[src/rtl/roi_pkg.sv]
// Shared types, default geometry and the ROI membership test for roi_sampler.
package roi_pkg;

    typedef enum logic [1:0] {IDLE, ACTIVE, DONE} roi_state_t;
    typedef enum logic [1:0] {CH_R = 2'd0, CH_G = 2'd1, CH_B = 2'd2} chan_t;

    localparam int DEF_DATA_WIDTH = 8;
    localparam int DEF_H_ACTIVE   = 640;
    localparam int DEF_V_ACTIVE   = 480;
    localparam int DEF_ROI_X0     = 288;
    localparam int DEF_ROI_Y0     = 208;
    localparam int DEF_ROI_W      = 64;
    localparam int DEF_ROI_H      = 64;

    function automatic logic roi_hit(input int x, input int y, input int x0, input int y0,
                                     input int w, input int h);
        return (x >= x0) && (x < x0 + w) && (y >= y0) && (y < y0 + h);
    endfunction

endpackage

[src/rtl/raster_counter.sv]
// Raster position tracker. x/y/last describe the pixel presented this cycle;
// restart makes that pixel (0,0), advance consumes it.
module raster_counter #(
    parameter int H_ACTIVE = 640,
    parameter int V_ACTIVE = 480,
    parameter int XW = (H_ACTIVE > 1) ? $clog2(H_ACTIVE) : 1,
    parameter int YW = (V_ACTIVE > 1) ? $clog2(V_ACTIVE) : 1
) (
    input  logic          clk,
    input  logic          reset,
    input  logic          restart,
    input  logic          advance,
    output logic [XW-1:0] x,
    output logic [YW-1:0] y,
    output logic          last
);
    localparam logic [XW-1:0] X_MAX = XW'(H_ACTIVE - 1);
    localparam logic [YW-1:0] Y_MAX = YW'(V_ACTIVE - 1);

    logic [XW-1:0] x_q, x_n;
    logic [YW-1:0] y_q, y_n;

    assign x    = restart ? '0 : x_q;
    assign y    = restart ? '0 : y_q;
    assign last = (x == X_MAX) && (y == Y_MAX);

    always_comb begin
        x_n = x + XW'(1);
        y_n = y;
        if (x == X_MAX) begin
            x_n = '0;
            y_n = (y == Y_MAX) ? '0 : y + YW'(1);
        end
    end

    always_ff @(posedge clk or posedge reset) begin
        if (reset) begin
            x_q <= '0;
            y_q <= '0;
        end else if (restart || advance) begin
            x_q <= x_n;
            y_q <= y_n;
        end
    end
endmodule

[src/rtl/roi_sampler.sv]
// Raster ROI sampler feeding the average stage: one read-qualified channel sample per ROI pixel.
// Build option ROI_GRAY_EN replaces channel select with (R + 2G + B) >> 2.
module roi_sampler
    import roi_pkg::*;
#(
    parameter int data_width = DEF_DATA_WIDTH,
    parameter int H_ACTIVE   = DEF_H_ACTIVE,
    parameter int V_ACTIVE   = DEF_V_ACTIVE,
    parameter int ROI_X0     = DEF_ROI_X0,
    parameter int ROI_Y0     = DEF_ROI_Y0,
    parameter int ROI_W      = DEF_ROI_W,
    parameter int ROI_H      = DEF_ROI_H
) (
    input  logic                                 clk,
    input  logic                                 reset,
    input  logic                                 sof,
    input  logic                                 pix_valid,
    input  logic [3*data_width-1:0]              pix_in,
    input  logic [1:0]                           chan_sel,
    output logic [data_width-1:0]                data_out,
    output logic                                 read,
    output logic                                 frame_done,
    output logic [$clog2(ROI_W*ROI_H+1)-1:0]     sample_cnt
);
    localparam int CW = $clog2(ROI_W*ROI_H+1);
    localparam int XW = (H_ACTIVE > 1) ? $clog2(H_ACTIVE) : 1;
    localparam int YW = (V_ACTIVE > 1) ? $clog2(V_ACTIVE) : 1;

    if (ROI_X0 + ROI_W > H_ACTIVE) begin : g_bad_roi_x
        $error("roi_sampler: ROI exceeds H_ACTIVE");
    end
    if (ROI_Y0 + ROI_H > V_ACTIVE) begin : g_bad_roi_y
        $error("roi_sampler: ROI exceeds V_ACTIVE");
    end

    roi_state_t state, state_n;
    logic          start, accept, hit, last;
    logic [XW-1:0] cur_x;
    logic [YW-1:0] cur_y;
    logic [data_width-1:0] r, g, b, sample;

    // A sof pixel is taken in any state and always begins a fresh frame.
    assign start  = sof && pix_valid;
    assign accept = start || (state == ACTIVE && pix_valid);
    assign hit    = accept && roi_hit(int'(cur_x), int'(cur_y), ROI_X0, ROI_Y0, ROI_W, ROI_H);
    assign {r, g, b} = pix_in;

    raster_counter #(.H_ACTIVE(H_ACTIVE), .V_ACTIVE(V_ACTIVE), .XW(XW), .YW(YW)) u_raster (
        .clk     (clk),
        .reset   (reset),
        .restart (start),
        .advance (accept),
        .x       (cur_x),
        .y       (cur_y),
        .last    (last)
    );

`ifdef ROI_GRAY_EN
    logic [data_width+1:0] gsum;
    logic                  unused_chan;
    assign unused_chan = ^chan_sel;
    assign gsum   = {2'b00, r} + {1'b0, g, 1'b0} + {2'b00, b};
    assign sample = gsum[data_width+1:2];
`else
    logic [1:0] chan_q, chan_cur;
    assign chan_cur = start ? chan_sel : chan_q;

    always_comb begin
        case (chan_cur)
            CH_R:    sample = r;
            CH_B:    sample = b;
            default: sample = g;
        endcase
    end

    always_ff @(posedge clk or posedge reset) begin
        if (reset)      chan_q <= CH_R;
        else if (start) chan_q <= chan_sel;
    end
`endif

    always_comb begin
        state_n = state;
        case (state)
            IDLE:    if (start) state_n = last ? DONE : ACTIVE;
            ACTIVE:  if (accept) state_n = last ? DONE : ACTIVE;
            DONE:    state_n = start ? (last ? DONE : ACTIVE) : IDLE;
            default: state_n = IDLE;
        endcase
    end

    always_ff @(posedge clk or posedge reset) begin
        if (reset) begin
            state      <= IDLE;
            data_out   <= '0;
            read       <= 1'b0;
            frame_done <= 1'b0;
            sample_cnt <= '0;
        end else begin
            state      <= state_n;
            read       <= hit;
            frame_done <= accept && last;
            if (hit) data_out <= sample;
            if (start)    sample_cnt <= CW'(hit);
            else if (hit) sample_cnt <= sample_cnt + CW'(1);
        end
    end
endmodule

[config.mk]
export PLATFORM = sky130hd
export DESIGN_NAME = roi_sampler
export DESIGN_NICKNAME = d
export VERILOG_FILES = /design/src/rtl/roi_pkg.sv /design/src/rtl/raster_counter.sv /design/src/rtl/roi_sampler.sv
export SDC_FILE = /design/constraint.sdc
export NUM_CORES = 1
export LEC_CHECK = 0
export CAP_MARGIN = 10
export CELL_PAD_IN_SITES_DETAIL_PLACEMENT = 2
export CELL_PAD_IN_SITES_GLOBAL_PLACEMENT = 2
export CORE_UTILIZATION = 31
export DETAILED_ROUTE_END_ITERATION = 6
export PLACE_DENSITY = 0.89
export SETUP_SLACK_MARGIN = 0.3
export SLEW_MARGIN = 20
export SYNTH_ARGS = -nofsm -noshare
export SYNTH_HDL_FRONTEND = slang
export SYNTH_HIERARCHICAL = 1
export SYNTH_SLANG_ARGS = --single-unit
[constraint.sdc]
create_clock -name clk -period 2.5 [get_ports clk]
set_input_delay 0.375 -clock clk [delete_from_list [all_inputs] [get_ports clk]]
set_output_delay 0.375 -clock clk [all_outputs]
set_load 0.005 [all_outputs]
==> results of run 1 <==
-- worst paths after layout --
kind | cells after the start | endpoint | slack [ns] | from
min reg2reg | 1 | u_raster/y_q[8] | 0.54 | u_raster/y_q[8]
max in group asynchronous | 2 | u_raster/y_q[5] | 1.39 | reset
max | 10 | sample_cnt[6] | 0.23 | sof
min | 3 | sample_cnt[5] | 0.51 | reset
min in group clk | 1 | u_raster/y_q[8] | 0.54 | u_raster/y_q[8]
max reg2reg | 8 | u_raster/y_q[6] | 0.26 | u_raster/x_q[0]
-- worst reg2reg max path, cell delays in order (launching register included) --
cell and delay (ns):
dfrtp_1 0.41, inv_2 0.08, nor2_4 0.13, ha_4 0.16, nand4b_1 0.14, buf_4 0.18, or4_4 0.55, or4_4 0.44
nand3_2 0.08
-- power breakdown --
part	total, mW	internal [mW]	switching (mW)
registers	0.803	0.770	0.0331
logic	0.349	0.169	0.181
clock network	0.491	0.224	0.267
total	1.64	1.16	0.481
-- flip-flops by register name (all words and copies together) (netlist names) --
signal	count
u_raster/y_q	9
data_out	8
u_raster/x_q	10
frame_done	1
chan_q	2
sample_cnt	13
state	2
read	1
-- layer usage --
layer  GRT usage  vias to the layer above  wire (um)
li1            -                     1295          -
met1       0.324                     1600       5580
met2       0.491                      111       7200
met3      0.0324                       39        504
met4      0.0795                        0        533
met5           0                        -          0
-- through the flow --
step                setup slack [ns]  instances  TNS [ns]  total power, mW  area (um2)
finish                         0.233        504         0             1.64        4110
global route                   0.188        504         0             1.71        4110
CTS                            0.302        493         0             1.62        3940
detailed placement            -0.540        475    -15.73             1.08        3690
global placement              -0.280        475     -7.14             1.05        3690
floorplan                     -0.221        284     -2.74            0.942        2770
-- layout make-up --
| cell class | instances | area, um2 | share of cell area |
|---|---|---|---|
| clock inverters | 1 | 5.00 | 0.00122 |
| multi-input cells | 214 | 1590 | 0.385 |
| clock buffers | 7 | 86.3 | 0.0210 |
| well taps | 105 | 131 | 0.0319 |
| flip-flops and latches | 46 | 1160 | 0.281 |
| inverters | 12 | 50.0 | 0.0122 |
| repair buffers | 119 | 1100 | 0.267 |
-- timing repair --
| item | CTS | global route |
|---|---|---|
| pin swaps | 9 | 8 |
| cloned | 5 | 1 |
| buffers inserted | 5 | 10 |
| hold buffers | 0 | 0 |
| setup endpoints to repair | 40 | 27 |
| resized for setup | 26 | 25 |
==> impl_metrics.tcl, run 1 <==
set metrics [dict create \
    die_area_um2 8810 \
    antenna_found_initial 0 \
    cp.arrival_ns 2.48 \
    syn_inst 284 \
    tightest_slew_ns 0.788 \
    cp_max_fo 8 \
    post-route-util 0.503 \
    nets 431 \
    grt_setup_unrepaired "yes" \
    dr.pass1.iters 5 \
    max_stage_delay_ns 0.56 \
    syn_area_um2 2620 \
    num_antenna_cells 0 \
    grt_pass1_wl_um 17700 \
    overflow 0 \
    clkSinkCount 46 \
    cts_tree "yes" \
    critPathSlowestCell "or4_4" \
    maxSlewViolCount 0 \
    pin_count 53 \
    dr_total_vias 3045 \
    numCtsBuffers 5 \
    port_buffers 52 \
    hold_path_class "input port to async pin" \
    syn_nets 317 \
    cts_root_buffer "clkbuf_8" \
    drc 0 \
    die_w_um 93.9 \
    clk_path_buf_depth 2 \
    clk_pin_slew_ns 0.09 \
    grt_max_degree 28 \
    critPathBufInv 4 \
    critPathKind "input port to flip-flop" \
    slew_headroom 0.474 \
    grtUsageTotal 0.268 \
    htreeDepth 2 \
    max_freq_ghz 0.441 \
    setup_viol 0 \
    final_common_cell "buf_4" \
    fin_crit_ns 2.27 \
    hold_viol_final 0 \
    finClkSkew_ns 0.0108 \
    wl_um 13800 \
    hold_ws_ns 0.509 \
    grt_pass1_vias 3168 \
    syn2layout_area_growth_pct 57.2 \
    clkLatencyLatePin_ns 0.30 \
    die_height_um 93.9 \
    wl_per_cell_um 27.4 \
    fill_cells 852 \
    cp_data_required_time_ns 2.71 \
    hpwl_um 8140 \
    rows 33 \
    vias_per_cell 6.04 \
    coreArea_um2 8180 \
    period_share 0.907 \
    initial_core_util 0.320 \
    status "finished clean" \
    layout-drive-gt1-share 0.316 \
    crit_chain "buf_2 -> nand2_4 -> inv_6 -> inv_2 -> nand2_2 -> inv_1 -> or4_4 -> mux2_4 -> or4_1 -> a21oi_1" \
    ant_nets 0 \
    place_congestion 0.807 \
    p_per_area_nw_per_um2 399 \
    yosysWarnings 6 \
    endpoint_kind "flip-flop" \
    cap_violations 0 \
    postSynthAreaPerCell_um2 9.21 \
    start_kind "input port" \
    p_leak_nw 1.76 \
    drtIter0Drc 178 \
    vdd_drop_max_mv 0.223 \
    most-common-layout-cells "buf_4, clkdlybuf4s50_1, dfrtp_1, nand2_1, a21oi_1" \
    cp_top_family "simple AND/OR/NAND/NOR gates" \
]
Power figures use the tool's default switching activity.
==> run 2, diff against run 1 <==
- ABC_AREA: not set -> 0
- SKIP_CTS_REPAIR_TIMING: not set -> 1
==> run 2 against run 1 <==
Cell count is 1.2% higher. Clock-buffer cell count stayed put. Design area is 0.30% lower. Register-to-register slack worse by 0.18 ns. Sequential share of layout area is 0.086 points higher. Non-clock buffer count is 6 higher. Global-route usage is 2.2 points lower. Critical path depth is 3 lower. Worst setup slack worse by 0.15 ns.
==> impl_metrics.tcl, run 2 (same netlist as run 1, synthesis figures left out) <==
set metrics [dict create \
    dr.pass1.iters 6 \
    slew_headroom 0.455 \
    die_w_um 93.9 \
    period_share 0.966 \
    hpwl_um 8140 \
    maxSlewViolCount 0 \
    finClkSkew_ns 0.00823 \
    nets 437 \
    endpoint_kind "flip-flop" \
    hold_ws_ns 0.488 \
    antenna_found_initial 0 \
    p_leak_nw 1.77 \
    hold_path_class "input port to async pin" \
    cts_tree "yes" \
    status "finished clean" \
    syn2layout_area_growth_pct 56.8 \
    start_kind "flip-flop" \
    ant_nets 0 \
    largest_register_ffs 13 \
    final-instance-count-excl-fill 510 \
    dr_total_vias 3046 \
    clkSinkCount 46 \
    max_stage_delay_ns 0.57 \
    drc 0 \
    die_area_um2 8810 \
    die_height_um 93.9 \
    cp_data_required_time_ns 2.73 \
    clk_path_buf_depth 2 \
    crit_chain "nor2b_4 -> o21a_1 -> nand4b_1 -> buf_4 -> or4_4 -> or4b_4 -> o21ai_1" \
    wl_per_cell_um 27.1 \
    critPathKind "flip-flop to flip-flop" \
    drtIter0Drc 112 \
    critPathSlowestCell "or4_4" \
    grt_pass1_vias 2988 \
    dp_cells 475 \
    cp.arrival_ns 2.65 \
    cap_violations 0 \
    wl_um 13800 \
    numCtsBuffers 5 \
    fill_cells 858 \
    hold_viol_final 0 \
    clk_pin_slew_ns 0.09 \
    grt_pass1_wl_um 16400 \
    overflow 0 \
    coreArea_um2 8180 \
    grt_max_degree 28 \
    num_antenna_cells 0 \
    place_congestion 0.807 \
    fin_crit_ns 2.42 \
    top_register "sample_cnt" \
    rows 33 \
    clkLatencyLatePin_ns 0.31 \
    max_freq_ghz 0.414 \
    vdd_drop_max_mv 0.263 \
    vias_per_cell 5.97 \
    setup_viol 0 \
    tightest_slew_ns 0.813 \
    grtUsageTotal 0.246 \
    final_common_cell "buf_4" \
    most-common-layout-cells "buf_4, clkdlybuf4s50_1, dfrtp_1, nand2_1, a21oi_1" \
    grt_setup_unrepaired "yes" \
    cts_root_buffer "clkbuf_8" \
    largestRegisters "sample_cnt (13), u_raster/x_q (10), u_raster/y_q (9)" \
    layout-drive-gt1-share 0.311 \
    p_per_area_nw_per_um2 405 \
    pin_count 53 \
    port_buffers 52 \
    initial_core_util 0.320 \
    cp_max_fo 5 \
    htreeDepth 2 \
]
-- run 2: cell types whose count changed in the layout (fill, tap and decap cells not counted), moves of 2 or more --
cell / before / now
a21oi_1: 25 / 27
a21oi_2: 3 / 1
buf_4: 61 / 68
or4_1: 5 / 7
or4_4: 7 / 5
-- run 2: path summary, 6_finish.rpt --
path	startpoint	end	slack, ns	depth (start not counted)
hold / removal	reset	sample_cnt[4]	0.49	3
setup / recovery	state[0]	u_raster/y_q[3]	0.08	7
hold reg to reg	chan_q[1]	chan_q[1]	0.56	2
max in group asynchronous	reset	u_raster/x_q[7]	1.37	2
setup reg to reg	state[0]	u_raster/y_q[3]	0.08	7
min in group clk	pix_valid	state[1]	0.54	4
-- run 2: per-stage QoR --
stage          setup WS (ns)  instance area (um2)  setup TNS [ns]  total power, mW   util
2_1_floorplan         -0.221                 2770           -2.74            0.942      -
3_3_place_gp          -0.280                 3690           -7.14             1.05  0.451
3_5_place_dp          -0.540                 3690          -15.73             1.08  0.451
4_1_cts               -0.247                 3780           -4.52             1.59  0.462
5_1_grt               0.0307                 4100               0             1.72  0.502
6_report              0.0839                 4100               0             1.66  0.502
-- run 2: critical path, delay by kind of cell, from the launching register on --
kind,cells,cell delay (ns)
buffers and inverters,1,0.20
AOI/OAI and AO/OA,2,0.27
and+or+nand+nor,4,1.47
DFF,1,0.39
-- run 2: power by group --
group	internal [mW]	total (mW)	switching, mW	leakage [nW]
registers	0.770	0.801	0.0312	0.623
logic	0.171	0.358	0.187	1.10
clock network	0.224	0.503	0.279	0.0482
total	1.17	1.66	0.497	1.77
-- run 2: area by class of cell --
cell class              instances  area, um2  share of cell area
well taps                     105        131              0.0320
multi-input cells             214       1550               0.378
clock buffers                   7       86.3              0.0210
inverters                      12       47.5              0.0116
repair buffers                125       1120               0.274
flip-flops and latches         46       1160               0.282
clock inverters                 1       5.00             0.00122
-- run 2: metal layers --
layer	up-vias	share of wire	GRT usage
li1	1310	-	-
met1	1610	0.42	0.294
met2	80	0.52	0.461
met3	46	0.024	0.0267
met4	0	0.042	0.0667
met5	-	0	0
==> run 3, diff against run 2 <==
- clock period: 2.5 -> 2.75 ns (I/O delays scaled with it)
==> run 3 against run 2 <==
Combinational power shrank 33%. Worst setup slack gained 0.30 ns. Clock skew is 0.00088 ns lower. Critical endpoint is now sample_cnt[6]. Global-route usage rose by 1.1 points. Clock power grew 3%. First-iteration DRC count is 13% lower. Critical path type is now input port to flip-flop.
==> impl_metrics.tcl, run 3 (same netlist as run 1, synthesis figures left out) <==
set metrics [dict create \
    status "finished clean" \
    pin_count 53 \
    stdcell_area_um2 3720 \
    crit_chain "dlymetal6s2s_1 -> nand2_4 -> inv_2 -> inv_1 -> nand2_1 -> inv_1 -> or4_4 -> mux2_4 -> or4_1 -> a21oi_1" \
    hold_path_class "flip-flop to flip-flop" \
    largest_register_ffs 13 \
    wl_um 10800 \
    p_leak_nw 1.59 \
    cts_root_buffer "clkbuf_8" \
    critPathKind "input port to flip-flop" \
    vias_per_cell 5.81 \
    whs_path_depth 1 \
    min_to "state[0]" \
    pwr-share-clk 0.350 \
    cap_violations 0 \
    combPwrFrac 0.161 \
    clkSinkCount 46 \
    nets 401 \
    start_kind "input port" \
    cp_data_required_time_ns 2.98 \
    grtUsageTotal 0.257 \
    rr_startpoint "state[0]" \
    rows 33 \
    ant_nets 0 \
    maxSlewViolCount 0 \
    max_stage_delay_ns 0.56 \
    dpl_worst_slack_ns -0.272 \
    drc 0 \
    r2r_end "u_raster/y_q[3]" \
    dr_total_vias 2756 \
    syn2layout_area_growth_pct 42.0 \
    port_buffers 52 \
    grt_setup_unrepaired "no" \
    final-instance-count-excl-fill 474 \
    numCtsBuffers 5 \
    period_share 0.862 \
    cp_top_family "simple AND/OR/NAND/NOR gates" \
    total_power_mw 1.48 \
    power_frac_seq 0.489 \
    vdd_drop_max_mv 0.173 \
    switching_power_mw 0.405 \
    hpwl_um 7510 \
    place_congestion 0.771 \
    grt_max_degree 28 \
    final_common_cell "clkdlybuf4s50_1" \
    overflow 0 \
    placed_area_um2 3570 \
    layout_setup_ws_ns 0.380 \
    cp_max_fo 9 \
    die_area_um2 8810 \
    grt_pass1_wl_um 16900 \
    hp-start "state[0]" \
    grt_pass1_vias 3183 \
    hold_viol_final 0 \
    finClkSkew_ns 0.00735 \
    p_int_mw 1.08 \
    path_common_cell "inv_1" \
    switching_share 0.273 \
    clk_path_buf_depth 2 \
    htreeDepth 2 \
    slew_headroom 0.469 \
    antenna_found_initial 0 \
    endpoint_kind "flip-flop" \
    clk_pin_slew_ns 0.09 \
    max_freq_ghz 0.422 \
    r2r_cells 6 \
    crit_start "pix_valid" \
    dr.pass1.iters 6 \
    critPathSlowestCell "or4_4" \
    die_w_um 93.9 \
    top_register "sample_cnt" \
    cts_tree "yes" \
    initial_core_util 0.320 \
    critPathBufInv 4 \
    die_height_um 93.9 \
    num_antenna_cells 0 \
    rrSetupSlack_ns 0.44 \
    layout-drive-gt1-share 0.184 \
    clkLatencyLatePin_ns 0.31 \
    wl_per_cell_um 22.7 \
    coreArea_um2 8180 \
    p_per_area_nw_per_um2 399 \
    dp_cells 463 \
    tightest_slew_ns 0.796 \
    fin_crit_ns 2.37 \
    largestRegisters "sample_cnt (13), u_raster/x_q (10), u_raster/y_q (9)" \
    drtIter0Drc 97 \
    most-common-layout-cells "clkdlybuf4s50_1, dfrtp_1, buf_4, nand2_1, a21oi_1" \
    setup_viol 0 \
    cp.arrival_ns 2.60 \
]
==> run 3: changes by cell type in the layout (fill, tap and decap cells not counted), moves of 2 or more <==
cell | previous run | this run
inv_1 | 9 | 11
dfrtp_2 | 4 | 0
nor2b_1 | 8 | 12
or4_4 | 5 | 3
buf_6 | 2 | 0
nor2b_4 | 3 | 0
o21ai_1 | 7 | 3
o21ai_0 | 6 | 11
dfrtp_1 | 42 | 46
buf_4 | 68 | 37
dlymetal6s2s_1 | 0 | 2
==> run 3: final cells by class <==
cell class	instances	area, um2
repair buffers	91	843
multi-input cells	212	1440
clock buffers	5	68.8
flip-flops and latches	46	1150
well taps	105	131
fillers	890	4460
clock inverters	3	40.0
inverters	12	45.0
==> run 3: worst max path at each step <==
stage / to / slack (ns) / cells after the start
after floorplan: u_raster/y_q[4] / -0.009 / 14
final: sample_cnt[6] / 0.38 / 10
after detailed placement: sample_cnt[8] / -0.27 / 10
after global placement: sample_cnt[7] / -0.08 / 10
after global routing: sample_cnt[4] / 0.32 / 11
after CTS: sample_cnt[8] / -0.003 / 10
==> run 3: power by group through the flow <==
stage / combinational, mW / clock (mW) / sequential (mW)
after global placement: 0.212 / 0 / 0.734
after CTS: 0.239 / 0.541 / 0.724
after global routing: 0.260 / 0.559 / 0.727
after floorplan: 0.126 / 0 / 0.728
final: 0.239 / 0.518 / 0.725
after detailed placement: 0.230 / 0 / 0.737
==> run 3: per-layer routing <==
metal / share of wire / wire, um / vias to the layer above / track usage
met2: 0.55 / 5960 / 69 / 0.477
met4: 0.043 / 459 / 0 / 0.132
met1: 0.38 / 4050 / 1417 / 0.283
met3: 0.027 / 294 / 37 / 0.0356
li1: - / - / 1233 / -
met5: 0 / 0 / - / 0
==> run 3: stage by stage <==
stage | hold WS, ns | utilization | setup TNS, ns
3_5_place_dp | 0.476 | 0.437 | -4.12
4_1_cts | 0.493 | 0.450 | -0.00253
5_1_grt | 0.527 | 0.455 | 0
3_3_place_gp | 0.458 | 0.437 | -0.608
6_report | 0.495 | 0.455 | 0
2_1_floorplan | 0.364 | - | -0.0162
==> run 3: worst register-to-register path, stage by stage, from the launching register on <==
cell,delay [ns]
dfrtp_1,0.38
nor2b_1,0.34
o21a_1,0.21
nand4b_1,0.14
or4_4,0.51
or4b_1,0.53
o21ai_0,0.11
